`config.mk`:
```
export PLATFORM = sky130hd
export DESIGN_NAME = fwd_scoreboard
export DESIGN_NICKNAME = d
export VERILOG_FILES = /design/src/rtl/fwd_scoreboard.sv
export SDC_FILE = /design/constraint.sdc
export NUM_CORES = 1
export LEC_CHECK = 0
export BUFFER_PORTS_ARGS = -buffer_cell sky130_fd_sc_hd__buf_2
export CORE_UTILIZATION = 35
export DETAILED_ROUTE_END_ITERATION = 8
export SLEW_MARGIN = 20
export SYNTH_ARGS = -nofsm -noshare
export SYNTH_HDL_FRONTEND = slang
export SYNTH_SLANG_ARGS = --single-unit
```
`constraint.sdc`:
```
create_clock -name clk -period 2.39 [get_ports clk]
set_input_delay 0.3585 -clock clk [delete_from_list [all_inputs] [get_ports clk]]
set_output_delay 0.3585 -clock clk [all_outputs]
set_load 0.005 [all_outputs]
```
`src/rtl/fwd_scoreboard.sv`:
```
// -----------------------------------------------------------------------------
// fwd_scoreboard
//
// Forwarding and load-use hazard unit for an in-order pipeline. A short tag
// pipeline records, for every in-flight stage after ID, whether the
// instruction is real, which register it writes and whether it is a load.
// The ID-stage source registers are matched against these tags to select a
// bypass source. When the youngest producer is a load whose data is not yet
// available, ID is stalled.
//
// Parameters
//   ADDR_W    register address width
//   DEPTH     tracked stages after ID (1 = EX ... DEPTH = WB)
//   LOAD_LAT  first stage index at which load data can be forwarded (1..DEPTH)
//   SEL_W     forward-select width, wide enough to hold DEPTH
//
// Ports
//   clk, rst                      clock, synchronous active-high reset
//   id_valid                      ID instruction is real (not a bubble)
//   id_rs, id_rt                  ID source register addresses
//   id_rd                         ID destination register address
//   id_regWrite, id_memRead       ID instruction writes a register / is a load
//   flush                         squash ID and all tracked stages
//   frwrdA, frwrdB                0 = register file, k = forward from stage k
//   stall                         load-use hazard, hold PC and IF/ID
//   stall_cnt                     saturating count of stall cycles
// -----------------------------------------------------------------------------
module fwd_scoreboard #(
   parameter int ADDR_W   = 5,
   parameter int DEPTH    = 3,
   parameter int LOAD_LAT = 2,
   parameter int SEL_W    = 2
) (
   input  logic              clk,
   input  logic              rst,
   input  logic              id_valid,
   input  logic [ADDR_W-1:0] id_rs,
   input  logic [ADDR_W-1:0] id_rt,
   input  logic [ADDR_W-1:0] id_rd,
   input  logic              id_regWrite,
   input  logic              id_memRead,
   input  logic              flush,
   output logic [SEL_W-1:0]  frwrdA,
   output logic [SEL_W-1:0]  frwrdB,
   output logic              stall,
   output logic [15:0]       stall_cnt
);

   typedef struct packed {
      logic              valid;
      logic [ADDR_W-1:0] rd;
      logic              reg_write;
      logic              mem_read;
   } tag_t;

   tag_t tags [1:DEPTH];

   logic load_use_a;
   logic load_use_b;

   // A stage can supply a value for source s only if it really writes s;
   // register 0 is hard-wired, so it is never a producer.
   function automatic logic produces(input tag_t t, input logic [ADDR_W-1:0] s);
      return t.valid && t.reg_write && (t.rd != '0) && (t.rd == s);
   endfunction

   // ---------------------------------------------------------------------------
   // Tag pipeline
   // ---------------------------------------------------------------------------
   // NOTE: only the valid bits are reset; rd/reg_write/mem_read are ignored
   // whenever valid is 0, so clearing them would add reset fan-out for nothing.
   always_ff @(posedge clk) begin
      if (rst || flush) begin
         for (int k = 1; k <= DEPTH; k++) begin
            tags[k].valid <= 1'b0;
         end
      end else begin
         // A stalled ID instruction stays in ID, so a bubble enters stage 1.
         tags[1].valid     <= id_valid && !stall;
         tags[1].rd        <= id_rd;
         tags[1].reg_write <= id_regWrite;
         tags[1].mem_read  <= id_memRead;
         for (int k = 2; k <= DEPTH; k++) begin
            tags[k] <= tags[k-1];
         end
      end
   end

   // ---------------------------------------------------------------------------
   // Forward selection and load-use detection
   // ---------------------------------------------------------------------------
   // Scanning from the oldest stage to the youngest lets the last hit win,
   // which is exactly the youngest producer without needing an early exit.
   // NOTE: every output of this block gets a default first, so no path
   // through the loop can leave a value held (no latch).
   always_comb begin
      frwrdA     = '0;
      frwrdB     = '0;
      load_use_a = 1'b0;
      load_use_b = 1'b0;
      for (int k = DEPTH; k >= 1; k--) begin
         if (produces(tags[k], id_rs)) begin
            frwrdA     = SEL_W'(k);
            load_use_a = tags[k].mem_read && (k < LOAD_LAT);
         end
         if (produces(tags[k], id_rt)) begin
            frwrdB     = SEL_W'(k);
            load_use_b = tags[k].mem_read && (k < LOAD_LAT);
         end
      end
      // Nothing in ID survives a flush, so there is nothing to hold back.
      stall = id_valid && !flush && (load_use_a || load_use_b);
   end

   // ---------------------------------------------------------------------------
   // Stall statistics
   // ---------------------------------------------------------------------------
   always_ff @(posedge clk) begin
      if (rst) begin
         stall_cnt <= '0;
      end else if (stall && (stall_cnt != 16'hFFFF)) begin
         stall_cnt <= stall_cnt + 16'd1;
      end
   end

endmodule

```
==> results.py, run 1 <==
metrics = {
    "run_status": {
        "outcome": "finished, final reports clean",
    },
    "die": {
        "die_h_um": 77.0,
        "ios": 42,
        "coreArea_um2": 5270,
        "die_w_um": 77.0,
        "die_area_um2": 5930,
        "rows": 26,
        "start_util": 0.374,
    },
    "run": {
        "maxCapViolCount": 0,
    },
    "placement": {
        "routabilityCongestion": 0.811,
        "portBuffers": 41,
        "pre_cts_slack_ps": 186,
        "dpl_cell_area_um2": 2260,
        "dp_hpwl_um": 3270,
        "placedCellCount": 296,
    },
    "synth": {
        "synthCells": 185,
        "synth_top_family_by_area": "simple AND/OR/NAND/NOR gates",
        "synth_fa_ha_area_frac": 0.00635,
        "synth_compound_area_frac": 0.128,
        "ys_async_sr_fraction": 0,
        "synth-seq-cells": 38,
        "synthXorXnorAreaFrac": 0.138,
        "synth_area_um2": 1970,
        "syn_nets": 207,
        "synth.distinct_cells": 48,
        "synthMuxAreaShare": 0.0203,
        "synth-edff-count": 19,
        "synth_ff_type": "edfxtp_1",
        "yosys_warnings": 0,
        "synth.avg_cell_area_um2": 10.6,
        "synthSimpleGateAreaFrac": 0.199,
        "ys_seq_area_frac": 0.483,
    },
    "route": {
        "avgViaCountPerCell": 5.13,
        "drtAntennaViolNets": 0,
        "routed_wl_um": 4290,
        "firstDrtPassIters": 4,
        "drtIter0Drc": 116,
        "detailroute.via_count": 1594,
        "wire_per_inst_um": 13.8,
        "drc": 0,
    },
    "power": {
        "clkPwrFrac": 0.354,
        "total_power_mw": 1.27,
        "pwr-share-comb": 0.084,
        "switching_share": 0.225,
        "max-vdd-ir-drop_mv": 0.275,
        "p_leak_nw": 0.923,
        "seqPwrFrac": 0.562,
        "power_switching_mw": 0.287,
        "p_int_mw": 0.987,
        "pwr_density_cell_nw_per_um2": 525,
    },
    "sta": {
        "slew_headroom": 0.743,
        "hold_viol": 0,
        "hold_ws_ps": 243,
        "tightest_slew_ps": 382,
        "slew_violations": 0,
        "timing.fmax_ghz": 0.420,
        "clock_skew_ps": 8.12,
        "rsz0062_at_grt": "yes",
        "period_minus_slack_ps": 2380,
        "tns_ps": 0,
        "setup_violations": 0,
        "worst_slack_ps": 10.3,
        "finalCritPeriodShare": 0.996,
    },
    "global_routing": {
        "grt_max_degree": 23,
        "grt_pass1_wl_um": 7110,
        "grt_util_all_layers": 0.153,
        "first_global_vias": 1446,
        "grt_antenna_before_repair": 0,
        "grt-ovfl-total": 0,
    },
    "finish": {
        "area_growth_pct": 23.2,
        "insertedDiodeCount": 0,
        "finish.utilization": 0.460,
        "finalNonFillerCells": 311,
        "nets": 262,
        "mostFrequentLayoutCells": "41 x buf_2, 19 x dfxtp_1, 19 x edfxtp_1",
        "drive_above_1_share": 0.295,
        "final_common_cell": "buf_2",
        "design_area_um2": 2430,
    },
    "cts": {
        "cts.sinks": 38,
        "clock_latency_ps": 290,
        "clk_path_buf_depth": 2,
        "cts_buffers": 5,
        "cts_hold_buf": 0,
        "htree_num_levels": 2,
        "cts_tree": "yes",
        "cts_root_buf": "clkbuf_8",
        "path_clk_slew_ps": 80,
    },
    "critical_path": {
        "reg2reg_from": "tags[0][12]",
        "cp-end-kind": "primary output",
        "criticalPathCategory": "reg -> out",
        "path_max_fanout": 4,
        "start_kind": "flip-flop",
        "r2r_slack_ps": 180,
        "r2r-end": "stall_cnt[5]",
        "cp.required_ps": 2030,
        "cp.arrival_ps": 2020,
        "reg2reg_depth": 8,
    },
    "worst_hold_path": {
        "hold_class": "in -> reg",
        "min_path_cells": 1,
        "hp-start": "id_rd[2]",
        "holdPathEnd": "tags[0][12]",
    },
}
## per-layer routing
metal  up-vias  global-route usage  part of all wire
li1        803                   -                 -
met1       753               0.210              0.49
met2        33               0.229              0.46
met3         5              0.0274             0.037
met4         0              0.0792             0.011
met5         -                   0                 0
## final cells by class
class                           instances  area, um2
Clock buffer                            8       90.1
Timing Repair Buffer                   52        288
Inverter                                5       18.8
Sequential cell                        38        951
Tap cell                               70       87.6
Fill cell                             519       2840
Multi-Input combinational cell        138        991
## synthesized netlist by cell type (all sizes together), types with 3 or more instances
master,instances,share of area
a21oi,10,0.025
nand3,8,0.020
nand4,6,0.019
edfxtp,19,0.29
or4,7,0.027
or3,5,0.016
and3,3,0.010
inv,5,0.0095
nor2,12,0.023
o31ai,3,0.011
nand2,9,0.017
dfxtp,19,0.19
xnor2,15,0.067
nor3,5,0.018
xor2,16,0.071
nor2b,4,0.013
o21ai,5,0.015
## worst max path at each step
stage           startpoint           end  slack [ps]  cells after the start
4_1_cts        tags[0][20]     frwrdB[0]          10                      6
3_5_place_dp   tags[0][12]         stall         190                      6
3_3_place_gp   tags[0][11]         stall         190                      6
2_1_floorplan  tags[0][11]  stall_cnt[9]         450                      7
5_1_grt        tags[0][20]     frwrdB[0]         -40                      6
6_report       tags[0][20]     frwrdB[0]          10                      6
## power by group through the flow
| stage | logic, mW | registers, mW | clock network [mW] |
|---|---|---|---|
| final | 0.107 | 0.716 | 0.451 |
| after global placement | 0.0955 | 0.732 | 0 |
| after floorplan | 0.0562 | 0.729 | 0 |
| after detailed placement | 0.0960 | 0.733 | 0 |
| after CTS | 0.102 | 0.717 | 0.463 |
| after global routing | 0.119 | 0.718 | 0.497 |
## what timing repair did
action                     in CTS  in global routing
cloned                          0                  0
setup endpoints to repair       2                  3
resized for setup               2                  2
pin swaps                       1                  2
setup buffers                   3                  4
## kinds of logic (layout without fill, tap and decap cells)
logic type / Yosys count / in the layout
xor+xnor: 31 / 31
buf+inv: 9 / 65
flops: 38 / 38
mux: 3 / 3
fa+ha+maj: 1 / 1
compound gates: 35 / 35
simple gates: 68 / 68
## state kept, by name (all words and copies together) (netlist names)
register   flops
tags          22
stall_cnt     16
## critical path, stage by stage, from the launching register on
cell and delay (ps):
edfxtp_1 430, or4_4 520, o211ai_1 270, nor4_2 70
and3_1 180, o22ai_1 120, buf_2 140
No activity file was read; power rests on OpenSTA's default activity.
==> run 2: changes to the inputs <==
CELL_PAD_IN_SITES_DETAIL_PLACEMENT = 1   (was not set)
CELL_PAD_IN_SITES_GLOBAL_PLACEMENT = 2   (was not set)
CORE_UTILIZATION = 34   (was 35)
PLACE_DENSITY_LB_ADDON = 0.1   (was not set)
==> run 2 against run 1 <==
  * Global-route usage rose by 3.6 points
  * Final cell count rose by 1.3%
  * Clock skew fell by 3.1 ps
  * First-iteration DRC count fell by 28%
  * Utilization fell by 1.8 points
  * Non-clock buffer count rose by 1
  * Power fell by 1.1%
  * Sequential share of layout area fell by 0.42 points
  * Flip-flop and latch count did not move
  * Worst hold slack got worse by 5.6 ps
  * Routed wire length rose by 25%
  * Critical endpoint unchanged
  * Largest cell class unchanged
  * Sequential power barely moved
==> results.py, run 2 (synthesis gave the netlist of run 1 again) <==
metrics = {
    "sta": {
        "hold_viol": 0,
        "slew_headroom": 0.720,
        "slew_violations": 0,
        "timing.fmax_ghz": 0.422,
        "tightest_slew_ps": 418,
        "finalCritPeriodShare": 0.991,
        "setup_violations": 0,
        "clock_skew_ps": 5.06,
        "period_minus_slack_ps": 2370,
        "rsz0062_at_grt": "yes",
    },
    "worst_hold_path": {
        "hold_class": "in -> reg",
    },
    "critical_path": {
        "max_stage_delay_ps": 530,
        "path_max_fanout": 2,
        "crit_path_cell_trace": "or4_1 -> o211ai_1 -> nor4_1 -> and3_1 -> o22ai_2 -> buf_2",
        "cp.required_ps": 2030,
        "crit_buf_inv": 1,
        "cpLargestDelayFamily": "simple AND/OR/NAND/NOR gates",
        "cp-end-kind": "primary output",
        "criticalPathCategory": "reg -> out",
        "start_kind": "flip-flop",
        "cp.arrival_ps": 2010,
        "slowest_stage": "or4_1",
    },
    "finish": {
        "insertedDiodeCount": 0,
        "largest-register": "tags",
        "multi_input_area_um2": 1000,
        "top_regs": "tags: 22 flops, stall_cnt: 16 flops",
        "area_growth_pct": 24.5,
        "design_area_um2": 2450,
        "drive_above_1_share": 0.305,
        "mostFrequentLayoutCells": "41 x buf_2, 19 x dfxtp_1, 19 x edfxtp_1",
        "regArea_um2": 951,
        "final_common_cell": "buf_2",
        "largest_register_ffs": 22,
        "nets": 264,
        "fillers": 644,
    },
    "power": {
        "pwr_density_cell_nw_per_um2": 514,
        "max-vdd-ir-drop_mv": 0.294,
        "total_power_mw": 1.26,
        "p_leak_nw": 0.929,
    },
    "cts": {
        "clk_path_buf_depth": 2,
        "cts_root_buf": "clkbuf_8",
        "cts_buffers": 5,
        "htree_num_levels": 2,
        "cts_tree": "yes",
        "clock_latency_ps": 290,
        "path_clk_slew_ps": 80,
        "cts_hold_buf": 0,
        "cts.sinks": 38,
    },
    "placement": {
        "routabilityCongestion": 0.847,
        "dpl_cell_area_um2": 2270,
        "dp_hpwl_um": 4090,
        "portBuffers": 41,
    },
    "global_routing": {
        "grt_pass1_wl_um": 8690,
        "grt_max_degree": 22,
        "grt-ovfl-total": 0,
        "grt_antenna_before_repair": 0,
        "first_global_vias": 1694,
        "grt_util_all_layers": 0.189,
    },
    "route": {
        "detailroute.via_count": 1666,
        "routed_wl_um": 5370,
        "avgViaCountPerCell": 5.29,
        "firstDrtPassIters": 4,
        "drtIter0Drc": 83,
        "wire_per_inst_um": 17.0,
        "drtAntennaViolNets": 0,
        "drc": 0,
    },
    "die": {
        "coreArea_um2": 5540,
        "ios": 42,
        "die_h_um": 78.1,
        "die_area_um2": 6100,
        "start_util": 0.355,
        "die_w_um": 78.1,
        "rows": 27,
    },
    "run": {
        "maxCapViolCount": 0,
    },
    "run_status": {
        "outcome": "finished, final reports clean",
    },
}
[run 2: cell count changes in the layout (fill, tap and decap cells not counted), sizes merged]
cell / delta
clkinvlp: +1
clkinv: +2
clkbuf: -3
buf: +1
o21ai: +1
[run 2: path summary, 6_finish.rpt]
kind	startpoint	end	slack [ps]	cells after the start
max reg2reg	tags[0][13]	stall_cnt[15]	100	8
min	id_rd[4]	tags[0][14]	240	1
min reg2reg	tags[0][17]	tags[0][25]	470	0
max	tags[0][21]	frwrdB[0]	20	6
[run 2: through the flow]
| step | hold slack, ps | utilization | std cells | TNS (ps) | worst slack, ps |
|---|---|---|---|---|---|
| after floorplan | 427 | - | 185 | 0 | 449 |
| after global placement | 460 | 0.410 | 299 | 0 | 162 |
| after detailed placement | 452 | 0.410 | 299 | 0 | 30.3 |
| after CTS | 227 | 0.437 | 314 | -10.9 | -8.49 |
| after global routing | 225 | 0.443 | 315 | -73.8 | -58.6 |
| final | 237 | 0.443 | 315 | 0 | 21.8 |
[run 2: final cells by class]
type | count | area share
multi-input combinational | 139 | 0.408
sequential | 38 | 0.388
timing repair buffer | 53 | 0.126
tap | 72 | 0.0367
clock buffer | 5 | 0.0281
inverter | 5 | 0.00765
clock inverter | 3 | 0.00663
[run 2: timing repair]
action | 4_1_cts | 5_1_grt
pin swaps | 1 | 5
gates resized for setup | 1 | 3
buffers inserted | 6 | 1
cloned | 1 | 0
setup endpoints to repair | 3 | 3
[run 2: routing by layer]
layer,GRT usage,up-vias,part of all wire
met3,0.0384,7,0.036
met2,0.310,33,0.46
li1,-,812,-
met5,0,-,0
met1,0.252,814,0.49
met4,0.0500,0,0.010
[run 2: power by group]
part           switching (mW)  internal, mW
sequential             0.0132         0.701
clock                   0.229         0.200
combinational          0.0650        0.0514
